[config.mk]
export PLATFORM = sky130hd
export DESIGN_NAME = row_col_address_buffer_flat
export DESIGN_NICKNAME = d
export VERILOG_FILES = /design/src/rtl/row_col_address_buffer_pkg.sv /design/src/rtl/row_col_address_buffer_if.sv /design/src/rtl/row_col_address_buffer_bank_row_tracker.sv /design/src/rtl/row_col_address_buffer.sv /design/src/flat_wrapper.sv
export SDC_FILE = /design/constraint.sdc
export NUM_CORES = 1
export LEC_CHECK = 0
export BUFFER_PORTS_ARGS = -buffer_cell sky130_fd_sc_hd__clkbuf_2
export CORE_ASPECT_RATIO = 0.9
export CORE_MARGIN = 10
export CORE_UTILIZATION = 40
export CTS_CLUSTER_DIAMETER = 120
export CTS_CLUSTER_SIZE = 16
export DETAILED_ROUTE_END_ITERATION = 6
export GPL_TIMING_DRIVEN = 0
export HOLD_SLACK_MARGIN = 0.02
export PLACE_DENSITY = 0.55
export SYNTH_ARGS = -nofsm -noshare
export SYNTH_HDL_FRONTEND = slang
export SYNTH_HIERARCHICAL = 1
export SYNTH_SLANG_ARGS = --single-unit
[constraint.sdc]
create_clock -name clk -period 3.3 [get_ports clk]
set_clock_uncertainty 0.2 [all_clocks]
set_input_delay 0.33 -clock clk [delete_from_list [all_inputs] [get_ports clk]]
set_output_delay 0.33 -clock clk [all_outputs]
set_load 0.05 [all_outputs]
[src/rtl/row_col_address_buffer_pkg.sv]
`default_nettype none
// ============================================================================
// Module   : row_col_address_buffer_pkg
// Purpose  : Shared types and helpers for the row/column address buffer:
//            bank state encoding, command encoding, bank-index width helper.
// Revision : 1.0 - initial release
// ============================================================================
package row_col_address_buffer_pkg;

  // Per-bank lifecycle: closed, waiting out tRCD, open for column access
  typedef enum logic [1:0] {
    BANK_IDLE       = 2'd0,
    BANK_ACTIVATING = 2'd1,
    BANK_ACTIVE     = 2'd2
  } bank_state_e;

  // Decoded strobe combination for one cycle
  typedef enum logic [2:0] {
    CMD_NOP   = 3'd0,
    CMD_RAS   = 3'd1,
    CMD_CAS   = 3'd2,
    CMD_PRE   = 3'd3,
    CMD_MULTI = 3'd4
  } cmd_e;

  // Bank index width; a single bank still gets a 1-bit select
  function automatic int bank_width(input int banks);
    return (banks > 1) ? $clog2(banks) : 1;
  endfunction

  // Any combination of more than one strobe is reported as CMD_MULTI
  function automatic cmd_e decode_cmd(input logic ras, input logic cas, input logic pre);
    case ({ras, cas, pre})
      3'b000:  return CMD_NOP;
      3'b100:  return CMD_RAS;
      3'b010:  return CMD_CAS;
      3'b001:  return CMD_PRE;
      default: return CMD_MULTI;
    endcase
  endfunction

endpackage
`default_nettype wire

[src/rtl/row_col_address_buffer_if.sv]
`default_nettype none
// ============================================================================
// Module   : row_col_address_buffer_if
// Purpose  : Command bus (strobes, bank select, multiplexed address) and
//            result bus (latched address, status pulses) of the buffer.
// Revision : 1.0 - initial release
// ============================================================================
interface row_col_address_buffer_if #(
  parameter int ROW_W = 5,
  parameter int COL_W = 5,
  parameter int BANKS = 4
);
  import row_col_address_buffer_pkg::*;

  localparam int BANK_W = bank_width(BANKS);
  localparam int ADDR_W = (ROW_W > COL_W) ? ROW_W : COL_W;

  // Command side
  logic              ras;
  logic              cas;
  logic              pre;
  logic [BANK_W-1:0] bank_sel;
  logic [ADDR_W-1:0] addr_in;

  // Result side
  logic [ROW_W-1:0]  row_address_output;
  logic [COL_W-1:0]  col_address_output;
  logic [BANK_W-1:0] bank_out;
  logic              addr_valid;
  logic [BANKS-1:0]  row_open;
  logic              row_hit;
  logic              cmd_err;

  modport master (
    output ras, cas, pre, bank_sel, addr_in,
    input  row_address_output, col_address_output, bank_out,
    input  addr_valid, row_open, row_hit, cmd_err
  );

  modport slave (
    input  ras, cas, pre, bank_sel, addr_in,
    output row_address_output, col_address_output, bank_out,
    output addr_valid, row_open, row_hit, cmd_err
  );

endinterface
`default_nettype wire

[src/rtl/row_col_address_buffer_bank_row_tracker.sv]
`default_nettype none
// ============================================================================
// Module   : bank_row_tracker
// Purpose  : State of one bank: IDLE/ACTIVATING/ACTIVE FSM, the open row and
//            the RAS-to-CAS delay counter. The parent only asserts i_act on
//            an IDLE bank, so this block does not re-check legality.
// Revision : 1.0 - initial release
// ============================================================================
module bank_row_tracker #(
  parameter int ROW_W = 5,
  parameter int T_RCD = 2
) (
  input  wire logic             clk,
  input  wire logic             rst,
  input  wire logic             i_act,
  input  wire logic             i_pre,
  input  wire logic [ROW_W-1:0] i_row,
  output logic                  o_active,
  output logic                  o_activating,
  output logic                  o_row_match,
  output logic [ROW_W-1:0]      o_row
);
  import row_col_address_buffer_pkg::*;

  localparam int CNT_W = (T_RCD > 1) ? $clog2(T_RCD) : 1;

  localparam logic [1:0] c_ST_IDLE       = BANK_IDLE;
  localparam logic [1:0] c_ST_ACTIVATING = BANK_ACTIVATING;
  localparam logic [1:0] c_ST_ACTIVE     = BANK_ACTIVE;

  logic [1:0]       r_state;
  logic [CNT_W-1:0] r_cnt;
  logic [ROW_W-1:0] r_row;

  // Bank FSM, open-row latch and tRCD countdown
  always_ff @(posedge clk) begin
    if (rst) begin
      r_state <= c_ST_IDLE;
      r_cnt   <= '0;
      r_row   <= '0;
    end else if (i_pre) begin
      // Row value is left as-is; row match is gated by ACTIVE so it is harmless
      r_state <= c_ST_IDLE;
      r_cnt   <= '0;
    end else begin
      case (r_state)
        c_ST_IDLE: begin
          if (i_act) begin
            r_row <= i_row;
            if (T_RCD == 1) begin
              r_state <= c_ST_ACTIVE;
              r_cnt   <= '0;
            end else begin
              r_state <= c_ST_ACTIVATING;
              r_cnt   <= CNT_W'(T_RCD - 1);
            end
          end
        end
        c_ST_ACTIVATING: begin
          // Opening on the edge where the count would reach zero makes a CAS
          // sampled T_RCD edges after the RAS the first legal one
          if (r_cnt == CNT_W'(1)) begin
            r_state <= c_ST_ACTIVE;
            r_cnt   <= '0;
          end else begin
            r_cnt <= r_cnt - CNT_W'(1);
          end
        end
        c_ST_ACTIVE: begin
          r_state <= c_ST_ACTIVE;
        end
        default: begin
          r_state <= c_ST_IDLE;
          r_cnt   <= '0;
        end
      endcase
    end
  end

  assign o_active     = (r_state == c_ST_ACTIVE);
  assign o_activating = (r_state == c_ST_ACTIVATING);
  assign o_row_match  = o_active && (r_row == i_row);
  assign o_row        = r_row;

endmodule
`default_nettype wire

[src/rtl/row_col_address_buffer.sv]
`default_nettype none
// ============================================================================
// Module   : row_col_address_buffer
// Purpose  : Multi-bank row/column address buffer. Decodes RAS/CAS/PRE,
//            tracks one open row per bank and emits a registered
//            {bank,row,col} address with a one-cycle valid pulse per CAS.
// Revision : 1.0 - initial release
// ============================================================================
module row_col_address_buffer #(
  parameter int ROW_W = 5,
  parameter int COL_W = 5,
  parameter int BANKS = 4,
  parameter int T_RCD = 2
) (
  input  wire logic                   clk,
  input  wire logic                   rst,
  row_col_address_buffer_if.slave     bus
);
  import row_col_address_buffer_pkg::*;

  localparam int BANK_W = bank_width(BANKS);

  cmd_e              w_cmd;
  logic              w_bank_ok;
  logic [BANK_W-1:0] w_bank_idx;
  logic [ROW_W-1:0]  w_row_in;
  logic [COL_W-1:0]  w_col_in;

  logic [BANKS-1:0]  w_active;
  logic [BANKS-1:0]  w_activating;
  logic [BANKS-1:0]  w_row_match;
  logic [ROW_W-1:0]  w_rows [BANKS];

  logic              w_sel_active;
  logic              w_sel_activating;
  logic              w_sel_match;
  logic [ROW_W-1:0]  w_sel_row;

  logic              w_act_en;
  logic              w_pre_en;
  logic              w_cas_ok;
  logic              w_hit;
  logic              w_err;

  logic [ROW_W-1:0]  r_row_out;
  logic [COL_W-1:0]  r_col_out;
  logic [BANK_W-1:0] r_bank_out;
  logic              r_valid;
  logic              r_hit;
  logic              r_err;

  assign w_cmd    = decode_cmd(bus.ras, bus.cas, bus.pre);
  assign w_row_in = bus.addr_in[ROW_W-1:0];
  assign w_col_in = bus.addr_in[COL_W-1:0];

  // Every encodable select is a real bank when BANKS is a power of two
  if (BANKS == (1 << BANK_W)) begin : g_bank_full
    assign w_bank_ok = 1'b1;
  end else begin : g_bank_partial
    assign w_bank_ok = (bus.bank_sel < BANK_W'(BANKS));
  end

  // Out-of-range selects are steered to bank 0 so the muxes stay in range
  assign w_bank_idx = w_bank_ok ? bus.bank_sel : '0;

  for (genvar b = 0; b < BANKS; b++) begin : g_bank
    bank_row_tracker #(
      .ROW_W (ROW_W),
      .T_RCD (T_RCD)
    ) u_tracker (
      .clk          (clk),
      .rst          (rst),
      .i_act        (w_act_en && (w_bank_idx == BANK_W'(b))),
      .i_pre        (w_pre_en && (w_bank_idx == BANK_W'(b))),
      .i_row        (w_row_in),
      .o_active     (w_active[b]),
      .o_activating (w_activating[b]),
      .o_row_match  (w_row_match[b]),
      .o_row        (w_rows[b])
    );
  end

  assign w_sel_active     = w_active[w_bank_idx];
  assign w_sel_activating = w_activating[w_bank_idx];
  assign w_sel_match      = w_row_match[w_bank_idx];
  assign w_sel_row        = w_rows[w_bank_idx];

  // Command legality check against the selected bank's state
  always_comb begin
    w_act_en = 1'b0;
    w_pre_en = 1'b0;
    w_cas_ok = 1'b0;
    w_hit    = 1'b0;
    w_err    = 1'b0;
    case (w_cmd)
      CMD_RAS: begin
        if (!w_bank_ok) begin
          w_err = 1'b1;
        end else if (w_sel_active) begin
          // Re-activating the open row is harmless; a different row needs PRE
          if (w_sel_match) w_hit = 1'b1;
          else             w_err = 1'b1;
        end else if (w_sel_activating) begin
          w_err = 1'b1;
        end else begin
          w_act_en = 1'b1;
        end
      end
      CMD_CAS: begin
        if (w_bank_ok && w_sel_active) w_cas_ok = 1'b1;
        else                           w_err    = 1'b1;
      end
      CMD_PRE: begin
        if (w_bank_ok) w_pre_en = 1'b1;
        else           w_err    = 1'b1;
      end
      CMD_MULTI: begin
        w_err = 1'b1;
      end
      default: begin
      end
    endcase
  end

  // Output registers: address held between accepted CAS, status pulses
  always_ff @(posedge clk) begin
    if (rst) begin
      r_row_out  <= '0;
      r_col_out  <= '0;
      r_bank_out <= '0;
      r_valid    <= 1'b0;
      r_hit      <= 1'b0;
      r_err      <= 1'b0;
    end else begin
      r_valid <= w_cas_ok;
      r_hit   <= w_hit;
      r_err   <= w_err;
      if (w_cas_ok) begin
        r_row_out  <= w_sel_row;
        r_col_out  <= w_col_in;
        r_bank_out <= bus.bank_sel;
      end
    end
  end

  assign bus.row_address_output = r_row_out;
  assign bus.col_address_output = r_col_out;
  assign bus.bank_out           = r_bank_out;
  assign bus.addr_valid         = r_valid;
  assign bus.row_hit            = r_hit;
  assign bus.cmd_err            = r_err;
  assign bus.row_open           = w_active;

endmodule
`default_nettype wire

[src/flat_wrapper.sv]
// flat-port wrapper written by rule: the top's interface ports become plain ports
module row_col_address_buffer_flat import row_col_address_buffer_pkg::*;
#(
  parameter int ROW_W = 5,
  parameter int COL_W = 5,
  parameter int BANKS = 4,
  parameter int T_RCD = 2
)
  (clk, rst, bus_ras, bus_cas, bus_pre, bus_bank_sel, bus_addr_in, bus_row_address_output, bus_col_address_output, bus_bank_out, bus_addr_valid, bus_row_open, bus_row_hit, bus_cmd_err);
  row_col_address_buffer_if #(.ROW_W(ROW_W), .COL_W(COL_W), .BANKS(BANKS)) bus_i ();
  input  wire logic clk;
  input  wire logic rst;
  input wire logic [$bits(bus_i.ras)-1:0] bus_ras;
  input wire logic [$bits(bus_i.cas)-1:0] bus_cas;
  input wire logic [$bits(bus_i.pre)-1:0] bus_pre;
  input wire logic [$bits(bus_i.bank_sel)-1:0] bus_bank_sel;
  input wire logic [$bits(bus_i.addr_in)-1:0] bus_addr_in;
  output wire logic [$bits(bus_i.row_address_output)-1:0] bus_row_address_output;
  output wire logic [$bits(bus_i.col_address_output)-1:0] bus_col_address_output;
  output wire logic [$bits(bus_i.bank_out)-1:0] bus_bank_out;
  output wire logic [$bits(bus_i.addr_valid)-1:0] bus_addr_valid;
  output wire logic [$bits(bus_i.row_open)-1:0] bus_row_open;
  output wire logic [$bits(bus_i.row_hit)-1:0] bus_row_hit;
  output wire logic [$bits(bus_i.cmd_err)-1:0] bus_cmd_err;
  assign bus_i.ras = bus_ras;
  assign bus_i.cas = bus_cas;
  assign bus_i.pre = bus_pre;
  assign bus_i.bank_sel = bus_bank_sel;
  assign bus_i.addr_in = bus_addr_in;
  assign bus_row_address_output = bus_i.row_address_output;
  assign bus_col_address_output = bus_i.col_address_output;
  assign bus_bank_out = bus_i.bank_out;
  assign bus_addr_valid = bus_i.addr_valid;
  assign bus_row_open = bus_i.row_open;
  assign bus_row_hit = bus_i.row_hit;
  assign bus_cmd_err = bus_i.cmd_err;
  row_col_address_buffer #(.ROW_W(ROW_W), .COL_W(COL_W), .BANKS(BANKS), .T_RCD(T_RCD)) u_core (.clk(clk), .rst(rst), .bus(bus_i));
endmodule
# After elaboration in Yosys (flattened, before gate mapping)
# Index checks and enable logic that the tools add are counted.
[totals] regBits=47 input_bits=12 out_inout_bits=19 word_cells=146
[classes] n_addsub=4 magnitude_cmp=2 n_eq_ne=30 muxes=46 bitwise_logic=11 n_reduce_logical=35
[ops] op="$pmux 2 s3" n=4
[ops] op="$mux 1" n=22
[ops] op="$eq 5x5->1" n=4
[ops] op="$mux 2" n=8
[ops] op="$reduce_and 2->1" n=8
[ops] op="$pmux 1 s3" n=5
[ops] op="$eq 2x2->1 const B" n=6
[ops] op="$logic_and 1x1->1" n=12
[ops] op="$pmux 3 s4" n=1
[ops] op="$reduce_and 3->1" n=4
[ops] op="$bmux 5 s2" n=1
[ops] op="$eq 2x1->1 const B" n=5
[ops] op="$logic_not 2->1" n=5
[ops] op="$mux 5" n=2
[ops] op="$not 1->1" n=10
[ops] op="$eq 3x2->1 const B" n=3
[ops] op="$ne 2x1->1 const B" n=4
[ops] op="$ne 2x2->1 const B" n=4
[ops] op="$reduce_or 2->1" n=4
[ops] op="$bmux 1 s2" n=3
[ops] op="$eq 3x1->1 const B" n=2
[ops] op="$eq 3x3->1 const B" n=2
[ops] op="$sub 1x1->1 const B" n=4
[ops] op="$ge 3x3->1 const B" n=1
[ops] op="4 further kinds" n=4

# Logic depth before layout (Yosys ltp)
# Gate-level depths: netlist of the first run.
[depth] depth_word=9 mapped_depth=9 ltp_nobuf=8

# Modules after synthesis
# The synthesis of the first run kept the hierarchy.
[modules_own_cells] module="bank_row_tracker" instances=4 cells_each=44 area_per_inst_um2=417.9
[modules_own_cells] module="row_col_address_buffer" instances=1 cells_each=92 area_per_inst_um2=929.6

# Worst setup path after synthesis of the first run
# Ideal clock, no wire load.
[synth_timing] path_type="register to register" start="register u_core.g_bank[3].u_tracker.r_state[0]" end="register u_core.g_bank[2].u_tracker.r_row[0]" t_arrival_ns=2.429 setup_slack_ns=0.557 stages_incl_launch_ff=10 n_path_buf=1 path_cell_list="dfxtp_1 inv_1 ha_1 mux4_2 buf_6 or3_4 nor2_1 nand3b_2 mux2i_1 nor2_1"
[synth_via] word_cells_on_any_way=11 classes_between="2 x eq/ne; 7 x mux; 2 x reduce/logical"
[synth_rtl] item="from (decl)" line_no="row_col_address_buffer_bank_row_tracker.sv:31" text="logic [1:0] r_state;"
[synth_rtl] item="from (signal assigned)" line_no="row_col_address_buffer_bank_row_tracker.sv:38" text="r_state <= c_ST_IDLE;"
[synth_rtl] item="from (signal assigned)" line_no="row_col_address_buffer_bank_row_tracker.sv:43" text="r_state <= c_ST_IDLE;"
[synth_rtl] item="from (signal assigned)" line_no="row_col_address_buffer_bank_row_tracker.sv:51" text="r_state <= c_ST_ACTIVE;"
[synth_rtl] item="$eq 2x2->1" line_no="row_col_address_buffer_bank_row_tracker.sv:80" text="assign o_active = (r_state == c_ST_ACTIVE);"
[synth_rtl] item="net bus_row_open[3]" line_no="flat_wrapper.sv:22" text="output wire logic [$bits(bus_i.row_open)-1:0] bus_row_open;"
[synth_rtl] item="$bmux 1 s2" line_no="row_col_address_buffer.sv:83" text="assign w_sel_active = w_active[w_bank_idx];"
[synth_rtl] item="$mux 1 (not written as such)" line_no="row_col_address_buffer.sv:83"
[synth_rtl] item="$mux 1" line_no="row_col_address_buffer.sv:99" text="end else if (w_sel_active) begin"
[synth_rtl] item="$mux 1" line_no="row_col_address_buffer.sv:95" text="case (w_cmd)"
[synth_rtl] item="$logic_and 1x1->1" line_no="row_col_address_buffer.sv:73" text=".i_act (w_act_en && (w_bank_idx == BANK_W'(b))),"
[synth_rtl] item="$reduce_and 3->1 (no line)"
[synth_rtl] item="to (signal assigned)" line_no="row_col_address_buffer_bank_row_tracker.sv:49" text="r_row <= i_row;"
[synth_rtl] item="to (decl)" line_no="row_col_address_buffer_bank_row_tracker.sv:33" text="logic [ROW_W-1:0] r_row;"
# The timed path passes the listed nets, and every way through them passes these cells. The select of a mux whose other input is x is not followed.
# A chain may end at the register's enable or synchronous reset.

# Worst setup path in the final report of the first run
[layout_timing] start="register u_core.g_bank[3].u_tracker.r_state[0]" end="register u_core.g_bank[1].u_tracker.r_row[3]"
[layout_via] elab_chain_len=8 word_cells_on_any_way=11 classes_between="2 x eq/ne; 7 x mux; 2 x reduce/logical"
[layout_lines] item="$eq 2x1->1" line_no="row_col_address_buffer_bank_row_tracker.sv:81" text="assign o_activating = (r_state == c_ST_ACTIVATING);"
[layout_lines] item="$bmux 1 s2" line_no="row_col_address_buffer.sv:84" text="assign w_sel_activating = w_activating[w_bank_idx];"
[layout_lines] item="$mux 1 (not written as such)" line_no="row_col_address_buffer.sv:84"
[layout_lines] item="$mux 1" line_no="row_col_address_buffer.sv:103" text="end else if (w_sel_activating) begin"
[layout_lines] item="$mux 1 (*)" line_no="row_col_address_buffer.sv:99"
[layout_lines] item="$mux 1 (*)" line_no="row_col_address_buffer.sv:95"
[layout_lines] item="$logic_and 1x1->1 (*)" line_no="row_col_address_buffer.sv:73"
[layout_lines] item="$reduce_and 3->1 (no line) (*)"
[layout_lines] item="to (signal assigned)" line_no="row_col_address_buffer_bank_row_tracker.sv:49"
[layout_lines] item="to (decl)" line_no="row_col_address_buffer_bank_row_tracker.sv:33"
# Mark *: on every way between the ends. The rest lies on a longest branch, timed or not. The select of a mux whose other input is x is not followed.

==> impl_metrics.ini, run 1 <==
[status]
status = finished, final reports clean

[routing]
vias = 2005
ant_nets = 0
drtIter0Drc = 78
drt_wl_total_microns = 5740
post_drt_wl_per_cell_microns = 14.7
route.detailed.drc = 0
vias_per_cell = 5.13
firstDrtPassIters = 4

[synth]
synth_area_leader_cell = dfxtp_1
synth_compound_gate_area_share_pct = 11.6
synth.distinct_cells = 35
ys_ff_latch = 47
synth_fa_ha_area_share_pct = 5.77
synth_top_family_by_area = simple AND/OR/NAND/NOR gates
muxShareOfSynthArea_pct = 15.1
syn-mean-instance-area_sq_um = 9.71
ys_seq_area_share_pct = 36.2
synth.area.top_cells = dfxtp_1, mux2i_1, mux4_2, ha_1, xor2_1
synth_simple_gate_area_share_pct = 21.3
synth.top_cell.area_share_pct = 36.2
synthesis.area_sq_um = 2600
synth-xor-area-share_pct = 6.73
syn-instance-count = 268
synth_nets = 292
yosysWarnings = 6

[placement]
hpwl_microns = 4370
portBuffers = 28
gp_congestion = 0.772
pre_cts_ws_ns = 0.458

[finish]
area_delta_synth_final_pct = 13.9
fin_util_pct = 47.7
drive_gt1_share_pct = 24.0
nets = 327
antennaDiodeCount = 0
seq_area_sq_um = 941
n_fill_cell = 654
multi_input_area_sq_um = 1570

[sta]
rsz0062_at_grt = no
setup_tns_ns = 0
fin_crit_sh_pct = 86.1
max_slew_margin_pct = 58.0
fmax_ghz = 0.352
setup_viol = 0
fin_crit_ns = 2.84
slew_viol_final = 0
finalWorstSetupSlack_ns = 0.459
hold_violations = 0
worst_slew_pin_slew_ns = 0.631

[die]
ioPinCount = 31
die_area_sq_um = 10100
rows = 27
die_h_microns = 96.5
die_w_microns = 105
initial_core_util_pct = 41.8
coreArea_sq_um = 6220

[setup_path]
required_ns = 3.28
path_cells = inv_1 > ha_1 > mux4_2 > buf_6 > or3_4 > nor2_1 > nand3b_2 > mux2i_1 > nor2_1
cp_slowest_stage_delay_ns = 0.51
path_buf_inv = 2
start_kind = register
cp_common_cell = nor2_1
path_delay_family = simple AND/OR/NAND/NOR gates
end_kind = register
cp_data_arrival_time_ns = 2.82
path_class = register to register
cp_max_fo = 10
crit_slowest_cell = mux4_2

[grt]
grt_max_degree = 31
grt.overflow.total = 0
grtUsageTotal_pct = 11.5
grt_pass1_wl_microns = 9670
grt_pass1_vias = 1913
antenna_found_initial = 0

[clock_tree]
cts-hold-fix-buffers = 0
clkSlewWorstSetupHoldPaths_ns = 0.09
cts_resized = 0
cts_sinks = 47
cts.path.max_buffers = 2
cts_made_buffers = 5
root_buffer = clkbuf_8
cts_tree = built
htreeDepth = 2
cts_setup_buffers = 0
clk_latency_ns = 0.30

[power_and_ir_drop]
powerDensity_nw_per_um2 = 375
peakVddDrop_mv = 0.136
power.leakage_uw = 0.00133

[job]
maxCapViolCount = 0

[hold_path]
hold_class = primary input to register
-- final timing paths --
path         slack (ns)                                            endpoint  depth (start not counted)                                                from
max reg2reg        0.46    u_core/g_bank[1].u_tracker/o_row[3]$_SDFFE_PP0P_                          9  u_core/g_bank[3].u_tracker/r_state[0]$_SDFFE_PP0P_
min reg2reg        0.33  u_core/g_bank[0].u_tracker/r_state[0]$_SDFFE_PP0P_                          2  u_core/g_bank[0].u_tracker/r_state[0]$_SDFFE_PP0P_
min                0.17                       u_core/bus.row_hit$_SDFF_PP0_                          3                                             bus_cas
max                0.46    u_core/g_bank[1].u_tracker/o_row[3]$_SDFFE_PP0P_                          9  u_core/g_bank[3].u_tracker/r_state[0]$_SDFFE_PP0P_
-- synth_stat cells (all sizes together) --
| library cell | number |
|---|---|
| mux4 | 8 |
| xnor2 | 4 |
| or2 | 4 |
| mux2i | 20 |
| or3b | 1 |
| xor2 | 16 |
| mux2 | 1 |
| nand2b | 10 |
| nor2b | 8 |
| nor3b | 1 |
| inv | 8 |
| nor2 | 32 |
| and3 | 4 |
| o32ai | 4 |
| and3b | 1 |
| a21o | 4 |
| nand3 | 16 |
| a21oi | 20 |
| o2bb2ai | 1 |
| a2111oi | 1 |
| ha | 12 |
| nor4 | 5 |
| buf | 5 |
| nand2 | 2 |
| nand3b | 4 |
| dfxtp | 47 |
| nor3 | 10 |
| nor4bb | 1 |
| or3 | 1 |
| clkbuf | 5 |
| a21bo | 12 |
-- state kept, by name (all words and copies together), names as in the netlist, 2 cells and up --
signal and cells:
u_core/g_bank.u_tracker/o_row 20, u_core/bus.bank_out 2, u_core/bus.row_address_output 5, u_core/g_bank.u_tracker/r_cnt 4, u_core/g_bank.u_tracker/r_state 8, u_core/bus.col_address_output 5
-- metal layers --
metal / wire [microns] / global-route usage, %
met5: 0 / 0
met1: 2880 / 15.5
met3: 316 / 3.64
met2: 2520 / 17.7
met4: 23 / 2.51
-- metrics by stage --
step / hold slack [ns] / instances / power [uW] / cell area [sq um]
final: 0.174 / 391 / 1110 / 2960
after global routing: 0.196 / 391 / 1160 / 2960
after CTS: 0.164 / 391 / 1130 / 2960
after detailed placement: 0.318 / 383 / 694 / 2850
after global placement: 0.316 / 383 / 693 / 2850
after floorplan: 0.199 / 268 / 658 / 2600
-- layout make-up --
type                    count  area share [%]
well taps                  87            3.67
repair buffers             28            4.73
multi-input cells         203            53.1
clock inverters             3            1.48
flip-flops and latches     47            31.8
plain buffers              10            1.94
inverters                   8            1.01
clock buffers               5            2.32
-- power by group --
group	internal, uW	switching [uW]	total, uW
combinational	38.6	61.6	100
sequential	574	6.12	580
clock	226	204	430
total	839	272	1110
-- placed cells by master (no fill, tap or decap), types with 2 or more instances in the layout --
master	Yosys	final
nand2b_1	10	10
a21bo_2	12	12
clkbuf_8	0	5
and3_1	4	4
clkbuf_1	5	5
or2_2	4	4
nor3_1	9	9
nor2_1	32	32
clkbuf_2	0	28
nor2b_1	8	8
nor4_1	5	5
a21o_1	4	4
mux4_2	8	8
dfxtp_1	47	47
a21oi_1	20	20
nand3b_2	4	4
nand3_1	16	16
ha_1	12	12
nand2_1	2	2
mux2i_1	20	20
xnor2_1	4	4
o32ai_1	4	4
xor2_1	16	16
buf_6	2	2
inv_1	8	8
-- worst min-delay path, stage by stage --
cell and delay, ns:
clkbuf_2 0.12, or3b_2 0.14, nor4bb_1 0.05
-- logic make-up (layout without fill, tap and decap cells) --
| group | count (synthesis) | in the layout |
|---|---|---|
| simple gates | 100 | 100 |
| flops | 47 | 47 |
| compound gates | 42 | 42 |
| mux | 29 | 29 |
| xor+xnor | 20 | 20 |
| buf+inv | 18 | 54 |
| fa+ha+maj | 12 | 12 |
(Power assumes the default switching activity.)
==> run 2, diff against run 1 <==
- CORE_UTILIZATION: 40 -> 58
- PLACE_DENSITY: 0.55 -> 0.76
==> impl_metrics.ini, run 2 (synthesis gave the netlist of run 1 again) <==
[routing]
firstDrtPassIters = 4
drt_wl_total_microns = 5540
post_drt_wl_per_cell_microns = 15.1
drtIter0Drc = 98
vias_per_cell = 5.60
route.detailed.drc = 0
ant_nets = 0
vias = 2048

[setup_path]
r2r_start = u_core/g_bank[3].u_tracker/r_state[0]$_SDFFE_PP0P_
path_class = register to register
end_kind = register
cp_data_arrival_time_ns = 2.82
startpoint = u_core/g_bank[3].u_tracker/r_state[0]$_SDFFE_PP0P_
cp_max_fo = 10
required_ns = 3.26
start_kind = register

[clock_tree]
cts_setup_buffers = 0
htreeDepth = 2
cts_made_buffers = 5
root_buffer = clkbuf_8
cts.path.max_buffers = 2
cts_sinks = 47
cts-hold-fix-buffers = 0
cts_resized = 0
clk_latency_ns = 0.30
clkSlewWorstSetupHoldPaths_ns = 0.09
cts_tree = built

[die]
ioPinCount = 31
die_area_sq_um = 7570
coreArea_sq_um = 4400
initial_core_util_pct = 59.1
die_w_microns = 90.6
rows = 23
die_h_microns = 83.5

[sta]
fin_crit_sh_pct = 86.6
hold_slack_ns = 0.190
setup_tns_ns = 0
setup_viol = 0
rsz0062_at_grt = no
fin_crit_ns = 2.86
max_slew_margin_pct = 59.8
slew_viol_final = 0
hold_violations = 0
fmax_ghz = 0.350
worst_slew_pin_slew_ns = 0.604

[grt]
grtUsageTotal_pct = 15.0
antenna_found_initial = 0
grt.overflow.total = 0
grt_pass1_wl_microns = 9700
grt_pass1_vias = 2084
grt_max_degree = 31

[hold_path]
hp-start = bus_ras
hold_class = primary input to register

[finish]
antennaDiodeCount = 0
largest_reg_flops = 20
drive_gt1_share_pct = 24.0
nets = 327
n_fill_cell = 383
final_cell_mix = dfxtp_1, nor2_1, clkbuf_2, a21oi_1, mux2i_1
final_common_cell = dfxtp_1
area_delta_synth_final_pct = 13.6

[placement]
hpwl_microns = 4190
gp_congestion = 0.782
portBuffers = 28

[power_and_ir_drop]
peakVddDrop_mv = 0.262
powerDensity_nw_per_um2 = 401
power.leakage_uw = 0.00134

[status]
status = finished, final reports clean

[job]
maxCapViolCount = 0
run 2: through the flow:
stage          std cells  utilization, %  total power [uW]  worst slack, ns  area (sq um)
4_1_cts              366            67.1              1190            0.442          2960
3_5_place_dp         358            64.0               693            0.465          2820
6_report             366            67.1              1180            0.441          2960
3_3_place_gp         358            64.0               691            0.521          2820
2_1_floorplan        268               -               658            0.557          2600
5_1_grt              366            67.1              1230            0.287          2960
run 2: worst paths after layout:
path,endpoint,slack [ns],depth (start not counted)
worst max register to register,u_core/g_bank[1].u_tracker/o_row[3]$_SDFFE_PP0P_,0.44,9
worst min register to register,u_core/g_bank[0].u_tracker/r_cnt$_SDFFE_PP0P_,0.34,2
worst min-delay path,u_core/bus.cmd_err$_SDFF_PP0_,0.19,3
worst max-delay path,u_core/g_bank[1].u_tracker/o_row[3]$_SDFFE_PP0P_,0.44,9
run 2: power breakdown:
group | total [uW] | internal, uW | switching (uW)
clock network | 504 | 302 | 202
registers | 581 | 574 | 6.24
logic | 100 | 38.6 | 61.5
total | 1180 | 915 | 270
run 2: layout make-up:
type / count / area [sq um] / area share (%)
multi-input cells: 203 / 1570 / 53.2
flip-flops and latches: 47 / 941 / 31.8
repair buffers: 28 / 140 / 4.74
well taps: 62 / 77.6 / 2.62
clock buffers: 5 / 68.8 / 2.33
clock inverters: 3 / 67.6 / 2.29
plain buffers: 10 / 57.6 / 1.95
inverters: 8 / 30.0 / 1.02
run 2: layer usage:
layer | vias up | GRT usage [%] | routed length [microns]
li1 | 1018 | - | -
met1 | 973 | 19.0 | 2530
met2 | 51 | 24.3 | 2650
met3 | 6 | 4.05 | 308
met4 | 0 | 4.34 | 55
met5 | - | 0 | 0
run 2: critical path, stage by stage, from the launching register on:
cell and delay [ns]:
dfxtp_1 0.37, inv_1 0.07, ha_1 0.29, mux4_2 0.51
buf_6 0.16, or3_4 0.40, nor2_1 0.22, nand3b_2 0.24
mux2i_1 0.22, nor2_1 0.06
==> run 3, diff against run 2 <==
- PLACE_DENSITY: 0.76 -> 0.79
==> impl_metrics.ini, run 3 (synthesis gave the netlist of run 1 again) <==
[finish]
final_cell_mix = dfxtp_1, nor2_1, clkbuf_2, a21oi_1, mux2i_1
area_delta_synth_final_pct = 12.2
drive_gt1_share_pct = 23.7
final_common_cell = dfxtp_1
largest_reg_flops = 20
antennaDiodeCount = 0
fin_cells = 366
nets = 327

[routing]
drtIter0Drc = 79
vias = 2021
post_drt_wl_per_cell_microns = 14.7
firstDrtPassIters = 4
vias_per_cell = 5.52
route.detailed.drc = 0
drt_wl_total_microns = 5390
ant_nets = 0

[setup_path]
start_kind = register
cp_slowest_stage_delay_ns = 0.50
path_delay_family = simple AND/OR/NAND/NOR gates
path_cells = inv_1 > ha_1 > mux4_2 > buf_6 > or3_4 > nor2_1 > nand3b_2 > mux2i_1 > nor2_1
path_class = register to register
end_kind = register
crit_slowest_cell = mux4_2
path_buf_inv = 2
required_ns = 3.27
cp_data_arrival_time_ns = 2.80
cp_common_cell = nor2_1
cp_max_fo = 10

[sta]
fin_crit_sh_pct = 86.0
worst_slew_pin_slew_ns = 0.617
setup_viol = 0
finalWorstSetupSlack_ns = 0.464
setup_tns_ns = 0
fin_crit_ns = 2.84
rsz0062_at_grt = no
fmax_ghz = 0.353
slew_viol_final = 0
max_slew_margin_pct = 58.8
hold_violations = 0

[grt]
antenna_found_initial = 0
grt_max_degree = 31
grt_pass1_vias = 2004
grtUsageTotal_pct = 14.3
grt.overflow.total = 0
grt_pass1_wl_microns = 9140

[power_and_ir_drop]
fin_total_pwr_uw = 1060
powerDensity_nw_per_um2 = 362
peakVddDrop_mv = 0.211
power.leakage_uw = 0.00133

[placement]
gp_congestion = 0.792
hpwl_microns = 4090
place_inst = 358
pre_cts_ws_ns = 0.490
portBuffers = 28

[clock_tree]
cts_setup_buffers = 0
root_buffer = clkbuf_8
htreeDepth = 2
cts_tree = built
cts_resized = 0
cts.path.max_buffers = 2
cts-hold-fix-buffers = 0
cts_sinks = 47
clk_latency_ns = 0.30
clkSlewWorstSetupHoldPaths_ns = 0.08
cts_made_buffers = 5

[status]
status = finished, final reports clean

[die]
rows = 23
die_w_microns = 90.6
coreArea_sq_um = 4400
initial_core_util_pct = 59.1
die_area_sq_um = 7570
die_h_microns = 83.5
ioPinCount = 31

[job]
maxCapViolCount = 0

[hold_path]
hold_class = primary input to register
[run 3: cell types whose count changed in the layout (fill, tap and decap cells not counted), sizes merged]
cell / delta
bufinv: -2
clkbuf: +3
clkinvlp: -1
[run 3: final cells by class]
type / count / area (sq um)
multi-input combinational: 203 / 1570
clock buffer: 8 / 100
tap: 62 / 77.6
inverter: 8 / 30.0
sequential: 47 / 941
buffer: 10 / 57.6
fill: 376 / 1480
timing repair buffer: 28 / 140
[run 3: report_power, final]
group	total (uW)	switching, uW	internal [uW]
logic	100	61.9	38.6
clock network	375	184	191
registers	580	6.13	574
total	1060	252	804
[run 3: final timing paths]
path | start | to | slack, ns | cells past startpoint
max | u_core/g_bank[3].u_tracker/r_state[0]$_SDFFE_PP0P_ | u_core/g_bank[1].u_tracker/o_row[2]$_SDFFE_PP0P_ | 0.46 | 9
min | bus_ras | u_core/bus.cmd_err$_SDFF_PP0_ | 0.19 | 3
max reg2reg | u_core/g_bank[3].u_tracker/r_state[0]$_SDFFE_PP0P_ | u_core/g_bank[1].u_tracker/o_row[2]$_SDFFE_PP0P_ | 0.46 | 9
min reg2reg | u_core/g_bank[0].u_tracker/r_state[0]$_SDFFE_PP0P_ | u_core/g_bank[0].u_tracker/r_state[0]$_SDFFE_PP0P_ | 0.33 | 2
[run 3: worst reg2reg max path, delay by kind of cell, from the launching register on]
| family | cells | cell delay (ns) |
|---|---|---|
| and+or+nand+nor | 4 | 0.90 |
| muxes | 2 | 0.74 |
| DFF | 1 | 0.36 |
| adders and majority gates | 1 | 0.28 |
| buffers and inverters | 2 | 0.23 |
[run 3: per-stage QoR]
step,utilization [%],hold WS [ns],instance area [sq um]
finish,66.3,0.188,2920
global route,66.3,0.209,2920
CTS,66.3,0.179,2920
detailed placement,64.0,0.320,2820
global placement,64.0,0.314,2820
floorplan,-,0.199,2600
[run 3: layer usage]
layer	up-vias	part of all wire, %	global-route usage (%)
met1	962	47	17.2
li1	1018	-	-
met2	37	47	23.6
met5	-	0	0
met4	0	0.69	4.77
met3	4	5.9	4.23
